**src/rtl/contador_param.sv**
```systemverilog
// contador_param: parametrised up/down counter over a programmable range
// [MIN_VAL, MAX_VAL] with step size, run-time wrap/saturate selection,
// synchronous clamped load, limit decodes and sticky overflow/underflow flags.
//
// All range arithmetic is carried at WIDTH+1 bits so that saida+STEP and
// saida+R-STEP never truncate before the limit compare.
module contador_param #(
    parameter int unsigned WIDTH       = 8,
    parameter int unsigned RESET_VALUE = 106,
    parameter int unsigned MIN_VAL     = 0,
    parameter int unsigned MAX_VAL     = (2**WIDTH) - 1,
    parameter int unsigned STEP        = 1
) (
    input  logic             clk_i,
    input  logic             rst_i,
    input  logic             carregar_i,
    input  logic [WIDTH-1:0] valor_carga_i,
    input  logic             acrescer_i,
    input  logic             decrecer_i,
    input  logic             modo_i,
    input  logic             limpar_flags_i,
    output logic [WIDTH-1:0] saida_o,
    output logic             no_maximo_o,
    output logic             no_minimo_o,
    output logic             estouro_o,
    output logic             subfluxo_o
);

    localparam int unsigned W1 = WIDTH + 1;

    // Range constants at the extended width used by the arithmetic.
    localparam logic [WIDTH:0] MIN_X    = W1'(MIN_VAL);
    localparam logic [WIDTH:0] MAX_X    = W1'(MAX_VAL);
    localparam logic [WIDTH:0] STEP_X   = W1'(STEP);
    localparam logic [WIDTH:0] RANGE_X  = W1'(MAX_VAL - MIN_VAL + 1);
    localparam logic [WIDTH:0] DN_LIM_X = W1'(MIN_VAL + STEP);

    // Same constants at counter width for results and decodes.
    localparam logic [WIDTH-1:0] MIN_N = WIDTH'(MIN_VAL);
    localparam logic [WIDTH-1:0] MAX_N = WIDTH'(MAX_VAL);
    localparam logic [WIDTH-1:0] RST_N = WIDTH'(RESET_VALUE);

    logic [WIDTH-1:0] saida_q, saida_d;
    logic             estouro_q, estouro_d;
    logic             subfluxo_q, subfluxo_d;

    logic             cmd_up;
    logic             cmd_dn;
    logic [WIDTH-1:0] carga_clamp;
    logic [WIDTH:0]   atual_x;
    logic [WIDTH:0]   soma_x;
    logic             up_ovf;
    logic [WIDTH-1:0] up_res;
    logic             dn_unf;
    logic [WIDTH-1:0] dn_res;
    logic             set_ovf;
    logic             set_unf;

    // Count command decode: both or neither request means hold.
    always_comb begin
        cmd_up = acrescer_i & ~decrecer_i;
        cmd_dn = decrecer_i & ~acrescer_i;
    end

    // Load value clamped into the legal range.
    always_comb begin
        carga_clamp = valor_carga_i;
        if ({1'b0, valor_carga_i} < MIN_X) begin
            carga_clamp = MIN_N;
        end else if ({1'b0, valor_carga_i} > MAX_X) begin
            carga_clamp = MAX_N;
        end
    end

    // Up path: detect passing MAX_VAL, then wrap by one range or saturate.
    always_comb begin
        atual_x = {1'b0, saida_q};
        soma_x  = atual_x + STEP_X;
        up_ovf  = (soma_x > MAX_X);
        if (!up_ovf) begin
            up_res = WIDTH'(soma_x);
        end else if (modo_i) begin
            up_res = MAX_N;
        end else begin
            up_res = WIDTH'(soma_x - RANGE_X);
        end
    end

    // Down path: compare against MIN_VAL+STEP so the subtraction never borrows.
    always_comb begin
        dn_unf = (atual_x < DN_LIM_X);
        if (!dn_unf) begin
            dn_res = WIDTH'(atual_x - STEP_X);
        end else if (modo_i) begin
            dn_res = MIN_N;
        end else begin
            dn_res = WIDTH'(atual_x + RANGE_X - STEP_X);
        end
    end

    // Next-state select: load beats count beats hold; flag set beats clear.
    always_comb begin
        saida_d = saida_q;
        set_ovf = 1'b0;
        set_unf = 1'b0;
        if (carregar_i) begin
            saida_d = carga_clamp;
        end else if (cmd_up) begin
            saida_d = up_res;
            set_ovf = up_ovf;
        end else if (cmd_dn) begin
            saida_d = dn_res;
            set_unf = dn_unf;
        end
        estouro_d  = set_ovf | (estouro_q  & ~limpar_flags_i);
        subfluxo_d = set_unf | (subfluxo_q & ~limpar_flags_i);
    end

    // State registers with synchronous reset overriding every other input.
    always_ff @(posedge clk_i) begin
        if (rst_i) begin
            saida_q    <= RST_N;
            estouro_q  <= 1'b0;
            subfluxo_q <= 1'b0;
        end else begin
            saida_q    <= saida_d;
            estouro_q  <= estouro_d;
            subfluxo_q <= subfluxo_d;
        end
    end

    // Outputs: value and flags straight from registers, limits decoded.
    always_comb begin
        saida_o     = saida_q;
        estouro_o   = estouro_q;
        subfluxo_o  = subfluxo_q;
        no_maximo_o = (saida_q == MAX_N);
        no_minimo_o = (saida_q == MIN_N);
    end

endmodule
```
**config.mk**
```make
export PLATFORM = sky130hd
export DESIGN_NAME = contador_param
export DESIGN_NICKNAME = d
export VERILOG_FILES = /design/src/rtl/contador_param.sv
export SDC_FILE = /design/constraint.sdc
export NUM_CORES = 1
export LEC_CHECK = 0
export ABC_AREA = 1
export ABC_CLOCK_PERIOD_IN_PS = 4300
export CORE_MARGIN = 2
export CORE_UTILIZATION = 51
export CTS_CLUSTER_DIAMETER = 40
export DETAILED_ROUTE_END_ITERATION = 8
export PLACE_DENSITY = 0.84
export SYNTH_ARGS = -nofsm -noshare
export SYNTH_HDL_FRONTEND = slang
export SYNTH_SLANG_ARGS = --single-unit
```
**constraint.sdc**
```tcl
create_clock -name clk_i -period 4.3 [get_ports clk_i]
set_input_delay 1.29 -clock clk_i [delete_from_list [all_inputs] [get_ports clk_i]]
set_output_delay 1.29 -clock clk_i [all_outputs]
set_load 0.03 [all_outputs]
```
==> results of run 1 <==
==> critical path, delay by kind of cell (launching register included) <==
| family | cells | cell delay, ns |
|---|---|---|
| DFF | 1 | 0.52 |
| and+or+nand+nor | 4 | 0.44 |
| adders and majority gates | 1 | 0.26 |
| buffers and inverters | 1 | 0.68 |
==> area by class of cell <==
| type | instances | area (um^2) | area share [%] |
|---|---|---|---|
| flip-flops and latches | 10 | 200.2 | 15.84 |
| inverters | 26 | 98.84 | 7.822 |
| repair buffers | 26 | 260.3 | 20.59 |
| multi-input cells | 123 | 636.9 | 50.40 |
| clock buffers | 4 | 36.28 | 2.871 |
| well taps | 25 | 31.28 | 2.475 |
==> routing by layer <==
layer,vias up,global-route usage [%],part of all wire (%)
met5,-,0,0
met4,0,8.333,1.4
met3,5,2.264,6.6
met2,55,42.43,47
met1,513,36.61,45
li1,573,-,-
==> cell usage in the layout, fill, tap and decap left out <==
| cell | n |
|---|---|
| a21boi_0 | 1 |
| a21oi_1 | 10 |
| a21oi_2 | 1 |
| a31oi_1 | 3 |
| and3_1 | 1 |
| clkbuf_4 | 3 |
| clkbuf_8 | 1 |
| clkdlybuf4s50_1 | 26 |
| clkinv_2 | 1 |
| dfxtp_1 | 10 |
| ha_1 | 4 |
| inv_1 | 25 |
| nand2_1 | 40 |
| nand2_2 | 4 |
| nand2_4 | 1 |
| nand3_1 | 11 |
| nand3_2 | 1 |
| nand4_1 | 3 |
| nor2_1 | 15 |
| nor3_1 | 2 |
| o21ai_0 | 16 |
| o21bai_1 | 1 |
| or2_1 | 1 |
| or2_2 | 2 |
| xnor2_1 | 1 |
| xor2_1 | 5 |
==> path summary, 6_finish.rpt <==
kind                                start                       to  slack (ns)  depth (start not counted)
setup reg to reg  saida_o[0]$_SDFFE_PP0P_  saida_o[0]$_SDFFE_PP0P_        2.15                         12
hold reg to reg     subfluxo_o$_SDFF_PP0_    subfluxo_o$_SDFF_PP0_        0.47                          2
hold / removal      subfluxo_o$_SDFF_PP0_    subfluxo_o$_SDFF_PP0_        0.47                          2
setup / recovery  saida_o[1]$_SDFFE_PP1P_              no_maximo_o        0.85                          6
==> per-stage QoR <==
stage / hold slack, ns / util (%)
2_1_floorplan: 0.5833 / -
3_3_place_gp: 0.4541 / 70.32
3_5_place_dp: 0.4647 / 70.32
4_1_cts: 0.4744 / 72.40
5_1_grt: 0.4983 / 72.40
6_report: 0.4696 / 72.40
==> power by group <==
part / internal, uW / leakage [uW] / total [uW] / switching (uW)
combinational: 51.9 / 0.000513 / 122 / 70.2
clock: 51.5 / 0.0000210 / 86.5 / 35.1
sequential: 100 / 0.0000828 / 117 / 16.5
total: 204 / 0.000617 / 325 / 122
==> registers in the layout, summed over array words and instances (netlist names) <==
name        flops
saida_o         8
estouro_o       1
subfluxo_o      1
==> kinds of logic (layout without fill, tap and decap cells) <==
group,Yosys count,count (layout),share of synthesized area [%]
buffers and inverters,29,56,13.12
DFF,10,10,20.78
xor gates and xnor gates,6,6,5.455
and+or+nand+nor,81,81,37.53
adders and majority gates,4,4,5.195
AOI/OAI and AO/OA,32,32,17.92
==> flow_metrics.py, run 1 <==
metrics = {
    "route": {
        "drc": 0,
        "wl_per_cell_um": 12.20,
        "via_count": 1146,
        "drt_iter0_drc": 65,
        "viasPerCell": 5.355,
        "wirelength_um": 2611,
        "antenna_left": 0,
        "firstDrtPassIters": 4,
    },
    "synthesis": {
        "syn_area_um2": 963.4,
        "synth_top_area_share_pct": 20.78,
        "yosysUniqueCellTypes": 25,
        "ys_seq_area_share_pct": 20.78,
        "yosys_warnings": 0,
        "yosys.area.top_type": "dfxtp_1",
        "synth_area_per_cell_um2": 5.947,
        "synthTopCellsByCount": "nand2_1, inv_1, o21ai_0",
        "synth_top_flop_cell": "dfxtp_1",
        "syn_inst": 162,
        "synth_edf_count": 0,
        "synth.top_cells.by_area": "dfxtp_1, nand2_1, inv_1",
        "synthArstFlopShare_pct": 0,
        "synth-seq-cells": 10,
        "synth_nets": 181,
        "synth.most_common_cell": "nand2_1",
    },
    "clock_network": {
        "cts_resized": 0,
        "ctsHoldBuffers": 0,
        "htree_levels": 1,
        "cts_buffers": 3,
        "cts_tree": "done",
        "clk_pin_slew_ns": 0.07,
        "cts_buffer_depth": 2,
        "cts_sinks": 10,
        "worstSkewPairLatency_ns": 0.27,
        "postCtsSetupRepairBufs": 0,
        "root_buffer": "clkbuf_4",
    },
    "hold_path": {
        "hold_class": "register to register",
    },
    "timing": {
        "rsz0062_at_grt": "false",
        "min_period_ns": 3.452,
        "post-route-period-util_pct": 80.27,
        "fmax_mhz": 289.7,
        "timing.setup.tns_ns": 0,
        "hold_viol": 0,
        "fin_ws_ns": 0.8482,
        "slew_headroom_pct": 61.23,
        "tightest_slew_ns": 0.5771,
        "finClkSkew_ns": 0.001884,
        "drv_slew": 0,
        "setup_viol": 0,
    },
    "layout": {
        "insertedDiodeCount": 0,
        "final_cell_area_mm2": 0.001264,
        "layout-drive-gt1-share_pct": 7.407,
        "n_fill_cell": 165,
        "area_delta_synth_final_pct": 31.17,
        "fin_cells": 214,
        "nNetsFinal": 209,
    },
    "worst_setup_path": {
        "crit_path_start_kind": "register",
        "path_max_fanout": 9,
        "cp-end-kind": "output pin",
        "crit_required_ns": 3.01,
        "arrival_ns": 2.16,
        "criticalPathCategory": "register to output pin",
        "crit_path_top_delay_cell": "clkdlybuf4s50_1",
        "path_cells": "ha_1 -> nand2_1 -> nor2_1 -> nand2_1 -> nor2_1 -> clkdlybuf4s50_1",
        "cpPeakStageDelay_ns": 0.68,
    },
    "power": {
        "p_per_area_mw_per_mm2": 257.4,
        "p_leak_uw": 0.0006172,
        "power.total_uw": 325.3,
        "ir_worst_vdd_mv": 0.1889,
    },
    "grt": {
        "grt-ovfl-total": 0,
        "grt_max_degree": 12,
        "grt_pass1_vias": 952,
        "grt_first_pass_wirelength_um": 4167,
        "grt.total_usage_pct": 26.16,
        "antenna_found_initial": 0,
    },
    "floorplanning": {
        "fp.dieW_um": 47.47,
        "die_h_um": 47.47,
        "dieArea_mm2": 0.002253,
        "initial_core_util_pct": 55.20,
        "core_area_mm2": 0.001745,
        "rows": 15,
        "io_pins": 27,
    },
    "run_status": {
        "status": "completed",
    },
    "placement": {
        "place_ws_ns": 1.129,
        "dpl_cell_area_mm2": 0.001227,
        "place_congestion": 0.9345,
        "numPortBuffers": 26,
        "dpl.hpwl_um": 2024,
        "place_inst": 210,
    },
    "flow_run": {
        "cap_violations": 0,
    },
}
No activity file was read; power rests on OpenSTA's default activity.
==> run 2, diff against run 1 <==
--- a/config.mk
+++ b/config.mk
@@ -6,12 +6,12 @@
 export NUM_CORES = 1
 export LEC_CHECK = 0
 export ABC_AREA = 1
-export ABC_CLOCK_PERIOD_IN_PS = 4300
+export ABC_CLOCK_PERIOD_IN_PS = 2900
 export CORE_MARGIN = 2
-export CORE_UTILIZATION = 51
+export CORE_UTILIZATION = 43
 export CTS_CLUSTER_DIAMETER = 40
 export DETAILED_ROUTE_END_ITERATION = 8
-export PLACE_DENSITY = 0.84
+export PLACE_DENSITY = 0.76
 export SYNTH_ARGS = -nofsm -noshare
 export SYNTH_HDL_FRONTEND = slang
 export SYNTH_SLANG_ARGS = --single-unit
==> constraint.sdc (replaced) <==
create_clock -name clk_i -period 2.9 [get_ports clk_i]
set_input_delay 0.87 -clock clk_i [delete_from_list [all_inputs] [get_ports clk_i]]
set_output_delay 0.87 -clock clk_i [all_outputs]
set_load 0.03 [all_outputs]
==> flow_metrics.py, run 2 (synthesized netlist as in run 1, its figures left out) <==
metrics = {
    "run_status": {
        "status": "completed",
    },
    "timing": {
        "setup_viol": 0,
        "post-route-period-util_pct": 96.30,
        "slew_headroom_pct": 60.55,
        "rsz0062_at_grt": "false",
        "hold_ws_ns": 0.4633,
        "finClkSkew_ns": 0.002361,
        "fmax_mhz": 358.1,
        "tightest_slew_ns": 0.5872,
        "min_period_ns": 2.793,
        "drv_slew": 0,
        "hold_viol": 0,
        "timing.setup.tns_ns": 0,
    },
    "floorplanning": {
        "die_h_um": 51.34,
        "fp.dieW_um": 51.34,
        "core_area_mm2": 0.002170,
        "rows": 17,
        "io_pins": 27,
        "initial_core_util_pct": 44.41,
        "dieArea_mm2": 0.002635,
    },
    "grt": {
        "grt_max_degree": 12,
        "grt_first_pass_wirelength_um": 4416,
        "grt_pass1_vias": 1014,
        "grt-ovfl-total": 0,
        "antenna_found_initial": 0,
        "grt.total_usage_pct": 22.24,
    },
    "worst_setup_path": {
        "startpoint": "saida_o[0]$_SDFFE_PP0P_",
        "cpPeakStageDelay_ns": 0.69,
        "cp_top_family": "buffers and inverters",
        "crit_required_ns": 2.03,
        "cp-end-kind": "output pin",
        "criticalPathCategory": "register to output pin",
        "path_buf_inv": 3,
        "crit_path_top_delay_cell": "clkdlybuf4s50_1",
        "r2r-start": "saida_o[0]$_SDFFE_PP0P_",
        "path_max_fanout": 8,
        "crit_path_start_kind": "register",
        "arrival_ns": 1.92,
        "path_cells": "buf_4 -> inv_1 -> ha_1 -> nand2_1 -> nor2_1 -> clkdlybuf4s50_1",
    },
    "layout": {
        "fin_cells": 219,
        "largest_reg_flops": 8,
        "insertedDiodeCount": 0,
        "area_delta_synth_final_pct": 32.86,
        "nNetsFinal": 212,
        "mostFrequentLayoutCells": "nand2_1, inv_1, clkdlybuf4s50_1",
        "layout-drive-gt1-share_pct": 8.901,
        "final_common_cell": "nand2_1",
    },
    "clock_network": {
        "clk_pin_slew_ns": 0.06,
        "root_buffer": "clkbuf_4",
        "cts_buffers": 3,
        "cts_tree": "done",
        "ctsHoldBuffers": 0,
        "postCtsSetupRepairBufs": 0,
        "htree_levels": 1,
        "cts_resized": 0,
        "cts_sinks": 10,
        "cts_buffer_depth": 2,
        "worstSkewPairLatency_ns": 0.27,
    },
    "power": {
        "ir_worst_vdd_mv": 0.2529,
        "p_leak_uw": 0.0006435,
        "p_per_area_mw_per_mm2": 355.4,
    },
    "route": {
        "wirelength_um": 2630,
        "firstDrtPassIters": 4,
        "wl_per_cell_um": 12.01,
        "drt_iter0_drc": 43,
        "viasPerCell": 5.224,
        "drc": 0,
        "via_count": 1144,
        "antenna_left": 0,
    },
    "placement": {
        "place_congestion": 0.9143,
        "numPortBuffers": 26,
        "place_inst": 216,
        "dpl.hpwl_um": 2115,
    },
    "flow_run": {
        "cap_violations": 0,
    },
    "hold_path": {
        "hold_class": "register to register",
        "min_from": "subfluxo_o$_SDFF_PP0_",
    },
}
==> run 2: cell types whose count changed in the layout (fill, tap and decap cells not counted), sizes merged <==
cell	change
dlymetal6s2s	+1
buf	+3
clkdlybuf4s50	-1
clkbuf	-1
==> run 2: stage by stage <==
step	worst slack, ns	instance area [um^2]	power (uW)	util (%)
finish	0.1072	1280	454.9	59.00
global route	0.01781	1280	483.5	59.00
CTS	0.05933	1276	453.4	58.82
detailed placement	0.2429	1254	359.7	57.79
global placement	0.3573	1254	357.6	57.79
floorplan	0.4705	963.4	290.3	-
==> run 2: path summary, 6_finish.rpt <==
kind	to	slack (ns)	depth (start not counted)
worst max-delay path	no_minimo_o	0.11	6
worst min-delay path	subfluxo_o$_SDFF_PP0_	0.46	2
worst max register to register	saida_o[5]$_SDFFE_PP1P_	0.85	10
worst min register to register	subfluxo_o$_SDFF_PP0_	0.46	2
==> run 2: final cells by class <==
type,count,area [um^2]
clock buffers,3,22.52
fillers,221,889.6
inverters,26,98.84
multi-input cells,123,636.9
flip-flops and latches,10,201.4
well taps,28,35.03
repair buffers,29,285.3
==> run 2: worst register-to-register path, cell delays in order (launching register included) <==
cell and delay [ns]:
dfxtp_1 0.31, buf_4 0.16, inv_1 0.16, ha_1 0.24, inv_1 0.06, nor2_1 0.25
nand3_1 0.22, nand3_1 0.17, o21ai_0 0.11, a21oi_1 0.14, o21ai_0 0.10
==> run 2: power by group <==
group          internal, uW  switching [uW]
logic                  81.4             111
registers               149            18.3
clock network          48.0            47.3
total                   278             177
==> run 2: layer usage <==
metal,track usage [%],up-vias,part of all wire [%]
met3,2.924,2,9.2
met5,0,-,0
met1,31.26,508,44
li1,-,579,-
met2,34.63,55,46
met4,7.895,0,0.65
